===== config.mk =====
export PLATFORM = sky130hd
export DESIGN_NAME = mem_access
export DESIGN_NICKNAME = d
export VERILOG_FILES = /design/src/rtl/mem_access_pkg.sv /design/src/rtl/mem_access_load_align.sv /design/src/rtl/mem_access.sv
export SDC_FILE = /design/constraint.sdc
export NUM_CORES = 1
export LEC_CHECK = 0
export ABC_AREA = 1
export BUFFER_PORTS_ARGS = -buffer_cell sky130_fd_sc_hd__buf_2
export CORE_AREA = 2 2 151 153
export CTS_CLUSTER_SIZE = 12
export DETAILED_ROUTE_END_ITERATION = 10
export DIE_AREA = 0 0 153 155
export MAX_ROUTING_LAYER = met4
export PLACE_DENSITY_LB_ADDON = 0.1
export SLEW_MARGIN = 15
export SYNTH_ARGS = -nofsm -noshare
export SYNTH_HDL_FRONTEND = slang
export SYNTH_SLANG_ARGS = --single-unit
export TNS_END_PERCENT = 5

===== constraint.sdc =====
create_clock -name clk -period 4.6 [get_ports clk]
set_clock_uncertainty 0.15 [all_clocks]
set_input_delay 0.23 -clock clk [delete_from_list [all_inputs] [get_ports clk]]
set_output_delay 0.23 -clock clk [all_outputs]
set_load 0.05 [all_outputs]

===== src/rtl/mem_access_pkg.sv =====
// Shared memory-op codes, FSM state encoding and lane helpers for the memory-access stage.
package mem_access_pkg;

    typedef enum logic [3:0] {
        MemOpNone = 4'd0,
        MemOpLdB  = 4'd1,
        MemOpLdH  = 4'd2,
        MemOpLdW  = 4'd3,
        MemOpLdBu = 4'd4,
        MemOpLdHu = 4'd5,
        MemOpStB  = 4'd6,
        MemOpStH  = 4'd7,
        MemOpStW  = 4'd8,
        MemOpLlW  = 4'd9,
        MemOpScW  = 4'd10
    } mem_op_e;

    typedef enum logic [1:0] {
        StIdle  = 2'd0,
        StWait  = 2'd1,
        StResp  = 2'd2,
        StDrain = 2'd3
    } state_e;

    function automatic logic is_mem_op(input logic [3:0] op);
        return (op >= MemOpLdB) && (op <= MemOpScW);
    endfunction

    function automatic logic is_load_op(input logic [3:0] op);
        return ((op >= MemOpLdB) && (op <= MemOpLdHu)) || (op == MemOpLlW);
    endfunction

    function automatic logic is_store_op(input logic [3:0] op);
        return ((op >= MemOpStB) && (op <= MemOpStW)) || (op == MemOpScW);
    endfunction

    function automatic logic is_misaligned(input logic [3:0] op, input logic [1:0] lo);
        case (op)
            MemOpLdH, MemOpLdHu, MemOpStH:           return lo[0];
            MemOpLdW, MemOpStW, MemOpLlW, MemOpScW:  return |lo;
            default:                                 return 1'b0;
        endcase
    endfunction

    function automatic logic [3:0] store_be(input logic [3:0] op, input logic [1:0] lo);
        case (op)
            MemOpStB: return 4'b0001 << lo;
            MemOpStH: return lo[1] ? 4'b1100 : 4'b0011;
            default:  return 4'b1111;
        endcase
    endfunction

    function automatic logic [31:0] store_wdata(input logic [3:0] op, input logic [31:0] data);
        case (op)
            MemOpStB: return {4{data[7:0]}};
            MemOpStH: return {2{data[15:0]}};
            default:  return data;
        endcase
    endfunction

endpackage


===== src/rtl/mem_access_load_align.sv =====
// Selects the addressed byte/half of a read word and sign- or zero-extends it.
module mem_load_align
    import mem_access_pkg::*;
(
    input  logic [31:0] rdata,
    input  logic [1:0]  addr_lo,
    input  logic [3:0]  op,
    output logic [31:0] load_data
);

    logic [7:0]  lane_b;
    logic [15:0] lane_h;

    always_comb begin
        unique case (addr_lo)
            2'd0: lane_b = rdata[7:0];
            2'd1: lane_b = rdata[15:8];
            2'd2: lane_b = rdata[23:16];
            2'd3: lane_b = rdata[31:24];
        endcase
        lane_h = addr_lo[1] ? rdata[31:16] : rdata[15:0];

        case (op)
            MemOpLdB:  load_data = {{24{lane_b[7]}}, lane_b};
            MemOpLdBu: load_data = {24'd0, lane_b};
            MemOpLdH:  load_data = {{16{lane_h[15]}}, lane_h};
            MemOpLdHu: load_data = {16'd0, lane_h};
            default:   load_data = rdata;
        endcase
    end

endmodule


===== src/rtl/mem_access.sv =====
// Memory-access stage: issues data-memory requests over req/ack, aligns loads, stalls the
// pipeline while an access is outstanding and drains requests killed by a flush.
module mem_access
    import mem_access_pkg::*;
#(
    parameter int unsigned OP_W   = 4,
    parameter int unsigned ADDR_W = 32
) (
    input  logic              clk,
    input  logic              rst,
    input  logic [4:0]        ex_wd,
    input  logic              ex_wreg,
    input  logic [31:0]       ex_wdata,
    input  logic [OP_W-1:0]   ex_mem_op,
    input  logic [ADDR_W-1:0] ex_mem_addr,
    input  logic [31:0]       ex_store_data,
    input  logic [31:0]       ex_inst_pc,
    input  logic [31:0]       ex_instr,
    input  logic              ex_inst_valid,
    input  logic              llbit_cur,
    input  logic              flush,
    output logic              dmem_req,
    output logic              dmem_we,
    output logic [3:0]        dmem_be,
    output logic [ADDR_W-1:0] dmem_addr,
    output logic [31:0]       dmem_wdata,
    input  logic              dmem_ack,
    input  logic [31:0]       dmem_rdata,
    output logic [4:0]        mem_wd,
    output logic              mem_wreg,
    output logic [31:0]       mem_wdata,
    output logic [31:0]       mem_inst_pc,
    output logic [31:0]       mem_instr,
    output logic              mem_inst_valid,
    output logic              mem_LLbit_we,
    output logic              mem_LLbit_value,
    output logic              excp_ale,
    output logic              stallreq
);

    state_e            state_q, state_d;
    logic              req_q, req_d;
    logic              we_q, we_d;
    logic [3:0]        be_q, be_d;
    logic [ADDR_W-1:0] addr_q, addr_d;
    logic [31:0]       wdata_q, wdata_d;
    logic [31:0]       rdata_q, rdata_d;
    logic [3:0]        op_q, op_d;
    logic [1:0]        lo_q, lo_d;

    logic [3:0]  op;
    logic [1:0]  lo;
    logic [31:0] load_data;
    logic        bubble;

    assign op = ex_mem_op[3:0];
    assign lo = ex_mem_addr[1:0];

    mem_load_align u_load_align (
        .rdata     (rdata_q),
        .addr_lo   (lo_q),
        .op        (op_q),
        .load_data (load_data)
    );

    always_comb begin
        state_d = state_q;
        req_d   = req_q;
        we_d    = we_q;
        be_d    = be_q;
        addr_d  = addr_q;
        wdata_d = wdata_q;
        rdata_d = rdata_q;
        op_d    = op_q;
        lo_d    = lo_q;

        mem_wd          = ex_wd;
        mem_wreg        = ex_wreg;
        mem_wdata       = ex_wdata;
        mem_LLbit_we    = 1'b0;
        mem_LLbit_value = 1'b0;
        excp_ale        = 1'b0;
        stallreq        = 1'b0;
        bubble          = 1'b0;

        unique case (state_q)
            StIdle: begin
                if (is_mem_op(op) && !flush) begin
                    if (is_misaligned(op, lo)) begin
                        excp_ale  = 1'b1;
                        mem_wreg  = 1'b0;
                        mem_wdata = '0;
                    end else if (op == MemOpScW && !llbit_cur) begin
                        mem_wdata    = '0;
                        mem_LLbit_we = 1'b1;
                    end else begin
                        stallreq = 1'b1;
                        bubble   = 1'b1;
                        req_d    = 1'b1;
                        we_d     = is_store_op(op);
                        be_d     = store_be(op, lo);
                        addr_d   = {ex_mem_addr[ADDR_W-1:2], 2'b00};
                        wdata_d  = store_wdata(op, ex_store_data);
                        op_d     = op;
                        lo_d     = lo;
                        state_d  = StWait;
                    end
                end
            end
            StWait: begin
                stallreq = 1'b1;
                bubble   = 1'b1;
                if (dmem_ack) begin
                    req_d   = 1'b0;
                    rdata_d = dmem_rdata;
                    state_d = flush ? StIdle : StResp;
                end else if (flush) begin
                    state_d = StDrain;
                end
            end
            StResp: begin
                state_d = StIdle;
                if (is_load_op(op_q)) begin
                    mem_wdata = load_data;
                    if (op_q == MemOpLlW) begin
                        mem_LLbit_we    = 1'b1;
                        mem_LLbit_value = 1'b1;
                    end
                end else if (op_q == MemOpScW) begin
                    mem_wdata    = 32'd1;
                    mem_LLbit_we = 1'b1;
                end else begin
                    mem_wreg  = 1'b0;
                    mem_wdata = '0;
                end
            end
            StDrain: begin
                // The bus cannot cancel a request, so wait it out before issuing anew.
                stallreq = 1'b1;
                bubble   = 1'b1;
                if (dmem_ack) begin
                    req_d   = 1'b0;
                    state_d = StIdle;
                end
            end
            default: state_d = StIdle;
        endcase

        if (bubble || flush || rst) begin
            mem_wd          = '0;
            mem_wreg        = 1'b0;
            mem_wdata       = '0;
            mem_LLbit_we    = 1'b0;
            mem_LLbit_value = 1'b0;
            excp_ale        = 1'b0;
        end
        if (rst) begin
            stallreq = 1'b0;
        end
    end

    always_ff @(posedge clk or posedge rst) begin
        if (rst) begin
            state_q <= StIdle;
            req_q   <= 1'b0;
            we_q    <= 1'b0;
            be_q    <= '0;
            addr_q  <= '0;
            wdata_q <= '0;
            rdata_q <= '0;
            op_q    <= '0;
            lo_q    <= '0;
        end else begin
            state_q <= state_d;
            req_q   <= req_d;
            we_q    <= we_d;
            be_q    <= be_d;
            addr_q  <= addr_d;
            wdata_q <= wdata_d;
            rdata_q <= rdata_d;
            op_q    <= op_d;
            lo_q    <= lo_d;
        end
    end

    assign dmem_req   = req_q;
    assign dmem_we    = we_q;
    assign dmem_be    = be_q;
    assign dmem_addr  = addr_q;
    assign dmem_wdata = wdata_q;

    assign mem_inst_pc    = ex_inst_pc;
    assign mem_instr      = ex_instr;
    assign mem_inst_valid = ex_inst_valid;

endmodule


==> summary.txt, run 1 <==
Power
  – LEAKAGE: approximately 4.5 nW
  – PwrDens: around 700 nW/um^2
  – VDD IR max: roughly 0.00032 V
  – Sequential share of power: approximately 29%
  – Clock power frac: a little over an eighth
  – Sw frac: approximately 55%
  – Total power: 5.901 mW
  – Pint: ~2.7 mW
  – Psw: roughly 3.2 mW
  – Gate power share: ~58%

Routing
  – Initial DRT Pass Iterations: 5
  – Routed vias: 6483
  – DRT iter0 DRCs: a little under 400
  – Vias per inst: ~4.6
  – Residual DRC: 0
  – Post-route ant nets: 0
  – Final WL: roughly 22000 um
  – DR WL/cell: 15.55 um

Layout
  – Layout cells sized above 1: 27.07%
  – Final cell count without fillers: ~1400
  – Post-route cell area: around 8500 sq um
  – Area Growth Syn to Fin: 29.29%
  – Fillers: between 2000 and 2500
  – Final core area utilization: 38.02%
  – Nets: roughly 1300

Clocking
  – TritonCTS clock tree: yes
  – CTS sink count: 108
  – Root Buffer: clkbuf_16
  – Setup Fix Bufs, Post-CTS: 0
  – CTS clk-pin slew, worst paths: 80 ps
  – CTS buffer count: 9
  – H-tree depth: 3
  – PostCTS Resize Cnt: 0
  – Clk Latency, worst-skew pair: roughly 350 ps
  – Clock Tree Buf Depth: 2

Placement
  – Place WS: around 1600 ps
  – Placed Cells: about 1300
  – Port bufs: approximately 250
  – HPWL Detailed: 16150 um
  – Dpl cell area: 7403 sq um
  – Final GP Congestion: 0.8678

Critical path
  – Worst-path cell chain: nor2_1 > inv_1 > nor2_1 > nand2_1 > a21oi_1 > buf_2
  – Worst r2r src: state_q[0]
  – Capturing point of the worst reg2reg path: dmem_wdata[29]
  – Required time of the critical path: 4220 ps
  – Crit Path Class: flip-flop to primary output
  – Reg2reg path depth: 8
  – Setup crit end kind: primary output
  – Slowest stage delay, CP: between 600 and 700 ps
  – R2R setup slack: 1800 ps
  – Crit path max-delay cell type: inv_1
  – Startpoint Class: flip-flop
  – Maximum fanout along the worst path: 32
  – Critical path data arrival time: ~2900 ps
  – Cell mode on critical path: nor2_1

STA
  – Final period util: a little over 70%
  – Pins over their slew limit: 0
  – FMAX: about 310 MHz
  – Worst Tran Pin Value: between 1000 and 1500 ps
  – Count of final hold-check violations: 43
  – Setup total negative slack: 0 ps
  – Final WS setup: between 1000 and 1500 ps
  – # setup viols final: 0
  – WHS: -33.10 ps
  – Crit path time final: between 3000 and 4000 ps
  – RSZ-0062 raised after global routing: false
  – Slew headroom: 30.13%

Synth
  – Yosys top cell by area: dfrtp_1
  – Synth Instances: 899
  – Synthesized area: 6536 sq um
  – Post-synth top cells: nand2_1 (260), dfrtp_1 (108), a21oi_1 (91)
  – Cell variety after synth: 31
  – Sequential share of the synthesized area: 41.35%
  – Synth area leaders: dfrtp_1 (41%), nand2_1 (15%), buf_4 (8.6%), a21oi_1 (7.0%), nand3_1 (6.0%)
  – Async S/R FF share, synth: 100.0%
  – Top_reg_cell synth: dfrtp_1
  – Avg Cell Area, Syn: about 7.3 sq um
  – Most common cell in the netlist: nand2_1
  – Number of synthesized flops with an enable pin: 0
  – Yosys reg bits: 108
  – Synth Warn #: 0
  – Top cell type's share of synthesized area: about 41%

Die
  – DIE WIDTH: approximately 150 um
  – Core Box Area: roughly 22000 sq um
  – Starting Density: approximately 29%
  – I/O pin total: a little under 400
  – DIE AREA: around 24000 sq um
  – Row Count: 55
  – Die height: approximately 160 um

Global routing
  – Initial antenna violation count: 2
  – GRT overflow: 0
  – GR Util All Layers: approximately a fifth
  – Largest net degree at the start of global routing: 78
  – First-pass GRT wire length: about 35000 um
  – Vias in the first global route: around 6400

Status
  – Status: complete, but fails checks
  – Failing checks: negative hold slack

Worst hold path
  – HP Class: input port to asynchronous set/reset pin

Flow run
  – MaxCap Viol Count: 0
-- flip-flops by register name, indices dropped and copies added (netlist names) --
name        flops
dmem_wdata     32
rdata_q        32
dmem_addr      30
dmem_be         4
op_q            4
lo_q            2
state_q         2
dmem_req        1
dmem_we         1
-- final cells by class --
class,count,area (sq um),share of cell area (%)
antenna,2,5.005,0.05922
clock buffer,9,225.2,2.665
clock inverter,6,61.31,0.7255
inverter,74,282.8,3.346
multi-input combinational,604,2760,32.66
sequential,108,2703,31.98
tap,285,356.6,4.220
timing repair buffer,333,2057,24.34
-- power groups by stage --
stage / logic, mW / registers, mW / clock network [mW]
after detailed placement: 3.38 / 1.71 / 0
after global routing: 3.74 / 1.78 / 0.844
final: 3.41 / 1.71 / 0.776
after global placement: 3.37 / 1.72 / 0
after floorplan: 1.76 / 2.64 / 0
after CTS: 3.44 / 1.71 / 0.805
-- layer usage --
| layer | GRT usage [%] | vias up | part of all wire [%] |
|---|---|---|---|
| li1 | - | 3279 | - |
| met1 | 24.79 | 2965 | 46 |
| met4 | 3.968 | 0 | 1.3 |
| met2 | 29.08 | 223 | 45 |
| met3 | 5.153 | 16 | 6.9 |
| met5 | - | - | 0 |
-- worst max path at each step --
| stage | startpoint | end | slack, ps |
|---|---|---|---|
| final | state_q[0] | mem_wdata[0] | 1350 |
| after CTS | state_q[0] | mem_wdata[0] | 1320 |
| after detailed placement | ex_mem_op[0] | dmem_wdata[12] | 1630 |
| after global routing | state_q[0] | mem_wdata[0] | 1030 |
| after global placement | ex_mem_op[0] | dmem_wdata[12] | 1700 |
| after floorplan | rst | dmem_addr[10] | 1370 |
-- logic make-up after synthesis --
family / Yosys count / share of synthesized area [%]
AND/OR/NAND/NOR: 435 / 27.95
buffers and inverters: 188 / 16.60
AO/OA/AOI/OAI: 161 / 13.02
flip-flops: 108 / 41.35
multiplexers: 6 / 1.034
other: 1 / 0.05737
-- worst max-delay path: cells and delay by family (launching register included) --
kind	cells	cell delay (ps)
AO/OA/AOI/OAI	1	140
buffers and inverters	2	950
flip-flops	1	450
AND/OR/NAND/NOR	3	980
-- what timing repair did --
item                       CTS  global route
setup endpoints to repair    0             0
hold buffers                75             0
hold endpoints to repair    72             0
-- cell usage in the layout (no fill, tap or decap), types with 6 or more instances in the layout --
master         netlist  routed
nand2_1            260     259
buf_2               16     252
dfrtp_1            108     108
a21oi_1             91      91
nand3_1             78      77
dlygate4sd3_1        0      75
nor2_1              74      74
inv_1               66      65
o21ai_0             29      29
o21ai_1             14      14
a31oi_1             10      10
clkbuf_16            0       9
o211ai_1             8       8
o22ai_1              8       8
inv_2                7       7
mux2_2               6       6
buf_4               75       6
No activity file was read; power rests on OpenSTA's default activity.
==> run 2: changes to the inputs <==
--- a/config.mk
+++ b/config.mk
@@ -5,12 +5,12 @@
 export SDC_FILE = /design/constraint.sdc
 export NUM_CORES = 1
 export LEC_CHECK = 0
-export ABC_AREA = 1
+export ABC_AREA = 0
 export BUFFER_PORTS_ARGS = -buffer_cell sky130_fd_sc_hd__buf_2
-export CORE_AREA = 2 2 151 153
+export CORE_AREA = 2 2 149 151
 export CTS_CLUSTER_SIZE = 12
 export DETAILED_ROUTE_END_ITERATION = 10
-export DIE_AREA = 0 0 153 155
+export DIE_AREA = 0 0 151 153
 export MAX_ROUTING_LAYER = met4
 export PLACE_DENSITY_LB_ADDON = 0.1
 export SLEW_MARGIN = 15
==> constraint.sdc (replaced) <==
create_clock -name clk -period 2.8 [get_ports clk]
set_clock_uncertainty 0.15 [all_clocks]
set_input_delay 0.14 -clock clk [delete_from_list [all_inputs] [get_ports clk]]
set_output_delay 0.14 -clock clk [all_outputs]
set_load 0.05 [all_outputs]
==> run 2 against run 1 <==
Against the previous run:
- the run now ends clean
- flip-flop and latch count did not move
- global-route usage rose by 0.72 points
- critical path type unchanged
- non-clock buffer count rose by 49
- core utilization rose by 3.6 points
- largest power group unchanged
- register-to-register slack got worse by 1400 ps
- first-iteration DRC count fell by 27%
- critical path depth rose by 1
- wire length fell by 0.80%
- clock power rose by 60%
- cell count fell by 9.5%
- worst hold slack improved by 100 ps
==> summary.txt, run 2 <==
Synth
  – Post-synth top cells: nand2_1 (188), dfrtp_1 (108), buf_4 (67) (was nand2_1 (260), dfrtp_1 (108), a21oi_1 (91))
  – Cell variety after synth: 49 (was 31)
  – Post-Synth Simple-Gate Area: 17.37% (was 27.95%)
  – Synth Warn #: 0 (unchanged)
  – Synthesized area: 6317 sq um (was 6536 sq um)
  – Synth Instances: 720 (was 899)
  – Number of synthesized flops with an enable pin: 0 (unchanged)
  – Yosys top cell by area: dfrtp_1 (unchanged)
  – Top cell type's share of synthesized area: 42.78% (was 41.35%)
  – Adder-Cell Fraction of Synth Area: 0% (unchanged)
  – Most common cell in the netlist: nand2_1 (unchanged)
  – Compound-Gate Fraction of Synth Area: 13.31% (was 13.02%)
  – Synth area leaders: dfrtp_1 (43%), nand2_1 (11%), buf_4 (8.0%), mux2_2 (6.2%), mux2i_1 (5.5%) (was dfrtp_1 (41%), nand2_1 (15%), buf_4 (8.6%), a21oi_1 (7.0%), nand3_1 (6.0%))
  – Top_reg_cell synth: dfrtp_1 (unchanged)
  – Largest family of logic cells by synthesized area: simple AND/OR/NAND/NOR gates (unchanged)
  – Xor-xnor portion of the synthesized cell area: 0.5546% (was 0%)
  – Mux contribution to synthesized area: 13.92% (was 1.034%)
  – Async S/R FF share, synth: 100.0% (unchanged)
  – Yosys reg bits: 108 (unchanged)
  – Avg Cell Area, Syn: 8.774 sq um (was 7.271 sq um)
  – Sequential share of the synthesized area: 42.78% (was 41.35%)

Power
  – Pint: 4.136 mW (was 2.661 mW)
  – VDD IR max: 0.0004501 V (was 0.0003154 V)
  – Sw frac: 48.14% (was 54.91%)
  – Clock power frac: 15.6% (was 13.2%)
  – PwrDens: 891.2 nW/um^2 (was 698.2 nW/um^2)
  – Gate power share: 49.9% (was 57.9%)
  – Psw: 3.840 mW (was 3.240 mW)
  – Total power: 7.977 mW (was 5.901 mW)
  – LEAKAGE: 4.500 nW (was 4.494 nW)
  – Sequential share of power: 34.5% (was 29.0%)

Die
  – I/O pin total: 385 (unchanged)
  – Core Box Area: 21490 sq um (was 22230 sq um)
  – Starting Density: 29.40% (was 29.41%)
  – Die height: 153 um (was 155 um)
  – DIE AREA: 23100 sq um (was 23720 sq um)
  – DIE WIDTH: 151 um (was 153 um)
  – Row Count: 54 (was 55)

STA
  – Final WS setup: 95.09 ps (was 1349 ps)
  – Worst Tran Pin Value: 808.8 ps (was 1047 ps)
  – Count of final hold-check violations: 0 (was 43)
  – Crit path time final: ~2700 ps
  – FMAX: between 300 and 400 MHz
  – # setup viols final: 0 (unchanged)
  – Slew headroom: 46.08% (was 30.13%)
  – WHS: 69.57 ps (was -33.10 ps)
  – RSZ-0062 raised after global routing: true (was false)
  – Pins over their slew limit: 0 (unchanged)
  – Final period util: a little over nine tenths

Critical path
  – Setup crit end kind: primary output (unchanged)
  – Required time of the critical path: 2510 ps (was 4220 ps)
  – Worst-path cell chain: buf_4 > nor4bb_2 > nor2_1 > o21a_1 > a221o_1 > a22o_1 > buf_2 (was nor2_1 > inv_1 > nor2_1 > nand2_1 > a21oi_1 > buf_2)
  – Critical path data arrival time: 2410 ps (was 2870 ps)
  – Maximum fanout along the worst path: 9 (was 32)
  – Slowest stage delay, CP: 470 ps (was 660 ps)
  – Crit path max-delay cell type: dfrtp_2 (was inv_1)
  – Crit Path Class: flip-flop to primary output (unchanged)
  – Startpoint Class: flip-flop (unchanged)

Layout
  – Most frequent cells in the layout: buf_2 (241), nand2_1 (188), dfrtp_1 (103) (was nand2_1 (259), buf_2 (252), dfrtp_1 (108))
  – Fillers: 2201 (was 2434)
  – Final core area utilization: 41.66% (was 38.02%)
  – Area Growth Syn to Fin: 41.67% (was 29.29%)
  – Post-route cell area: 8950 sq um (was 8451 sq um)
  – Nets: 1207 (was 1338)
  – Most common cell after layout, fill and taps aside: buf_2 (was nand2_1)
  – Layout cells sized above 1: 35.59% (was 27.07%)

Global routing
  – GRT overflow: 0 (unchanged)
  – First-pass GRT wire length: 34250 um (was 34690 um)
  – Vias in the first global route: 6150 (was 6397)
  – Initial antenna violation count: 3 (was 2)
  – GR Util All Layers: 19.51% (was 18.78%)
  – Largest net degree at the start of global routing: 100 (was 78)

Clocking
  – Clock Tree Buf Depth: 2 (unchanged)
  – Root Buffer: clkbuf_16 (unchanged)
  – CTS clk-pin slew, worst paths: 70 ps (was 80 ps)
  – H-tree depth: 3 (unchanged)
  – CTS buffer count: 9 (unchanged)
  – Clk Latency, worst-skew pair: 350 ps (about the same)
  – CTS sink count: 108 (unchanged)
  – TritonCTS clock tree: yes (unchanged)

Routing
  – DRT iter0 DRCs: 286 (was 394)
  – Residual DRC: 0 (unchanged)
  – Vias per inst: 4.641 (was 4.562)
  – Post-route ant nets: 0 (unchanged)
  – Routed vias: 5968 (was 6483)
  – Final WL: 21920 um (was 22100 um)
  – Initial DRT Pass Iterations: 4 (was 5)
  – DR WL/cell: 17.05 um (was 15.55 um)

Placement
  – Final GP Congestion: 0.8181 (was 0.8678)
  – Place WS: 285.5 ps (was 1626 ps)
  – Dpl cell area: 7526 sq um (was 7403 sq um)
  – Port bufs: 252 (unchanged)
  – HPWL Detailed: 15530 um (was 16150 um)

Worst hold path
  – HP Class: input port to flip-flop (was input port to asynchronous set/reset pin)

Status
  – Status: completed (was complete, but fails checks)

Flow run
  – MaxCap Viol Count: 0 (unchanged)
[run 2: changes by cell type in the layout (fill, tap and decap cells not counted), sizes merged, moves of 8 or more]
cell | before | now
inv | 76 | 18
nand3 | 79 | 3
mux2i | 0 | 35
o211ai | 8 | 16
a31oi | 10 | 2
mux2 | 6 | 35
a21oi | 91 | 43
nand2 | 264 | 188
nor2 | 80 | 41
buf | 258 | 277
dlygate4sd3 | 75 | 101
[run 2: area by class of cell]
cell class	instances	area [sq um]	share of cell area, %
Tap cell	280	350.3	3.914
Timing Repair Buffer	382	2596	29.01
Clock buffer	9	225.2	2.516
Clock inverter	6	57.56	0.6431
Inverter	16	63.81	0.7130
Sequential cell	108	2709	30.27
Antenna cell	3	7.507	0.08388
Multi-Input combinational cell	482	2940	32.85
[run 2: worst max-delay path: cells and delay by family, from the launching register on]
kind	cells	cell delay, ps
buffers and inverters	2	400
AND/OR/NAND/NOR	2	370
flip-flops	1	470
AO/OA/AOI/OAI	3	840
[run 2: power by group through the flow]
stage | combinational (mW) | sequential (mW) | clock (mW)
after floorplan | 1.88 | 3.76 | 0
after global placement | 3.80 | 2.76 | 0
after detailed placement | 3.81 | 2.75 | 0
after CTS | 3.94 | 2.74 | 1.31
after global routing | 4.28 | 2.84 | 1.38
final | 3.98 | 2.75 | 1.24
[run 2: cells by family after synthesis]
kind of cell    count (synthesis)
simple gates                  265
compound gates                135
buf+inv                       131
flops                         108
mux                            76
xor+xnor                        4
other cells                     1
[run 2: worst paths after layout]
check / startpoint / to / slack (ps) / cells after the start
worst min-delay path: ex_mem_op[2] / dmem_we / 70 / 4
min in group asynchronous: rst / state_q[1] / 470 / 4
worst max-delay path: op_q[0] / mem_wdata[5] / 100 / 7
max in group asynchronous: rst / op_q[1] / 1370 / 4
worst min register to register: dmem_addr[9] / dmem_addr[9] / 320 / 2
worst max register to register: state_q[1] / dmem_wdata[30] / 410 / 5
[run 2: what timing repair did]
item / CTS / global route
cloned: 0 / 0
gates resized for setup: 5 / 25
hold endpoints to repair: 153 / 0
buffers inserted: 0 / 5
setup endpoints to repair: 19 / 33
hold buffers: 101 / 0
[run 2: per-stage QoR]
step                      TNS [ps]  std cells
after detailed placement         0       1162
after CTS                   -99.82       1278
after global routing        -108.5       1286
after global placement           0       1162
after floorplan              -1350        721
final                            0       1286
[run 2: metal layers]
layer	share of wire [%]	vias up	track usage, %	wire (um)
met1	43	2793	24.59	9508
met5	0	-	-	0
met3	6.7	14	5.134	1470
met2	49	217	31.67	10780
li1	-	2944	-	-
met4	0.75	0	3.916	164
==> run 3: changes to the inputs <==
--- a/config.mk
+++ b/config.mk
@@ -13,7 +13,7 @@
 export DIE_AREA = 0 0 151 153
 export MAX_ROUTING_LAYER = met4
 export PLACE_DENSITY_LB_ADDON = 0.1
-export SLEW_MARGIN = 15
+export RECOVER_POWER = 50
 export SYNTH_ARGS = -nofsm -noshare
 export SYNTH_HDL_FRONTEND = slang
 export SYNTH_SLANG_ARGS = --single-unit
==> run 3 against run 2 <==
Against the previous run:
- the flow now finishes with violations (max-capacitance violations, max-slew violations)
- register-to-register slack is essentially flat
- highest routed layer unchanged
- clock power is essentially flat
- core utilization shrank 0.43 points
- cell area shrank 1.0%
- critical path type unchanged
- non-clock buffer count is the same
- critical endpoint unchanged
==> summary.txt, run 3 (same netlist as run 2, synthesis figures left out) <==
Routing
  – Final WL: 21860 um (was 21920 um)
  – Routed vias: 5982 (was 5968)
  – DR WL/cell: 17.00 um (was 17.05 um)
  – Vias per inst: 4.652 (was 4.641)
  – DRT iter0 DRCs: 273 (was 286)
  – Residual DRC: 0 (unchanged)
  – Post-route ant nets: 0 (unchanged)
  – Initial DRT Pass Iterations: 4 (unchanged)

STA
  – Setup total negative slack: 0 ps (unchanged)
  – Worst Tran Pin Value: 1581 ps (was 808.8 ps)
  – Final period util: 96.47% (was 96.60%)
  – Final WS setup: 98.72 ps (was 95.09 ps)
  – Crit path time final: 2701 ps (was 2705 ps)
  – # setup viols final: 0 (unchanged)
  – Pins over their slew limit: 60 (was 0)
  – Slew headroom: -5.391% (was 46.08%)
  – RSZ-0062 raised after global routing: true (unchanged)
  – FMAX: 370.2 MHz (was 369.7 MHz)
  – Count of final hold-check violations: 0 (unchanged)

Die
  – DIE WIDTH: 151 um (unchanged)
  – DIE AREA: 23100 sq um (unchanged)
  – I/O pin total: 385 (unchanged)
  – Starting Density: 29.40% (unchanged)
  – Die height: 153 um (unchanged)
  – Core Box Area: 21490 sq um (unchanged)
  – Row Count: 54 (unchanged)

Global routing
  – Initial antenna violation count: 3 (unchanged)
  – Largest net degree at the start of global routing: 100 (unchanged)
  – First-pass GRT wire length: 34250 um (unchanged)
  – Vias in the first global route: 6150 (unchanged)
  – GR Util All Layers: 19.51% (unchanged)
  – GRT overflow: 0 (unchanged)

Worst hold path
  – HP Class: input port to flip-flop (unchanged)
  – Worst hold start: ex_mem_op[2] (unchanged)

Critical path
  – Startpoint Class: flip-flop (unchanged)
  – Required time of the critical path: 2510 ps (about the same)
  – Setup crit end kind: primary output (unchanged)
  – Worst r2r src: state_q[1] (unchanged)
  – CP startpoint: op_q[0] (unchanged)
  – Crit Path Class: flip-flop to primary output (unchanged)
  – Maximum fanout along the worst path: 9 (unchanged)
  – Critical path data arrival time: 2410 ps (about the same)

Clocking
  – CTS buffer count: 9 (unchanged)
  – Clk Latency, worst-skew pair: 350 ps (about the same)
  – H-tree depth: 3 (unchanged)
  – Root Buffer: clkbuf_16 (unchanged)
  – TritonCTS clock tree: yes (unchanged)
  – CTS clk-pin slew, worst paths: 70 ps (about the same)
  – CTS sink count: 108 (unchanged)
  – Clock Tree Buf Depth: 2 (unchanged)

Layout
  – Fillers: 2231 (was 2201)
  – Seq. cell area: 2709 sq um (unchanged)
  – Nets: 1207 (unchanged)
  – Most common cell after layout, fill and taps aside: nand2_1 (was buf_2)
  – Layout cells sized above 1: 28.71% (was 35.59%)
  – Area Growth Syn to Fin: 40.23% (was 41.67%)
  – Multi-input logic area: 2940 sq um (unchanged)
  – Most frequent cells in the layout: nand2_1 (188), buf_2 (172), dfrtp_1 (103) (was buf_2 (241), nand2_1 (188), dfrtp_1 (103))

Placement
  – Final GP Congestion: 0.8181 (unchanged)
  – HPWL Detailed: 15530 um (unchanged)
  – Port bufs: 252 (unchanged)
  – Place WS: 285.5 ps (unchanged)

Flow run
  – MaxCap Viol Count: 1 (was 0)

Status
  – Status: complete, but fails checks (was completed)
  – Failing checks: max-capacitance violations, max-slew violations

Power
  – VDD IR max: 0.0004425 V (was 0.0004501 V)
  – LEAKAGE: 4.275 nW (was 4.500 nW)
  – PwrDens: 889.9 nW/um^2 (was 891.2 nW/um^2)
-- run 3: layer usage --
| layer | track usage (%) | part of all wire [%] | vias to the layer above |
|---|---|---|---|
| li1 | - | - | 2948 |
| met1 | 24.59 | 43 | 2800 |
| met2 | 31.67 | 49 | 220 |
| met3 | 5.134 | 6.7 | 14 |
| met4 | 3.916 | 0.75 | 0 |
| met5 | - | 0 | - |
-- run 3: layout make-up --
| class | instances | share of cell area, % |
|---|---|---|
| multi-input cells | 482 | 33.19 |
| flip-flops and latches | 108 | 30.58 |
| repair buffers | 382 | 28.28 |
| well taps | 280 | 3.955 |
| clock buffers | 9 | 2.542 |
| inverters | 16 | 0.7203 |
| clock inverters | 6 | 0.6497 |
| diodes | 3 | 0.08475 |
-- run 3: power by group --
group	internal (mW)	total, mW	switching [mW]
registers	2.17	2.76	0.596
clock network	0.620	1.24	0.623
logic	1.25	3.88	2.63
total	4.03	7.88	3.85
-- run 3: worst paths after layout --
path	to	slack, ps	depth (start not counted)
min	dmem_we	70	4
max reg2reg	dmem_wdata[30]	410	5
min in group asynchronous	dmem_req	770	4
max in group asynchronous	op_q[1]	510	4
min reg2reg	dmem_addr[2]	330	2
max	mem_wdata[5]	100	7
-- run 3: critical path, stage by stage, from the launching register on --
cell	delay, ps
dfrtp_2	470
buf_4	180
nor4bb_2	260
nor2_1	110
o21a_1	260
a221o_1	310
a22o_1	260
buf_2	220
-- run 3: stage by stage --
step	power [mW]	hold slack [ps]	std cells	utilization (%)	area [sq um]
detailed placement	6.555	130.3	1162	35.03	7526
finish	7.883	67.82	1286	41.23	8859
global route	8.405	100.5	1286	41.23	8859
CTS	7.991	56.78	1278	41.14	8840
floorplan	5.640	78.86	721	-	6325
global placement	6.562	130.3	1162	35.03	7526
-- run 3: what timing repair did --
action                                 4_1_cts  5_1_grt
setup endpoints to repair                   19       33
pin swaps                                    0        0
setup buffers                                0        5
resized for setup                            5       25
hold buffers                               101        0
endpoints found under the hold margin      153        0
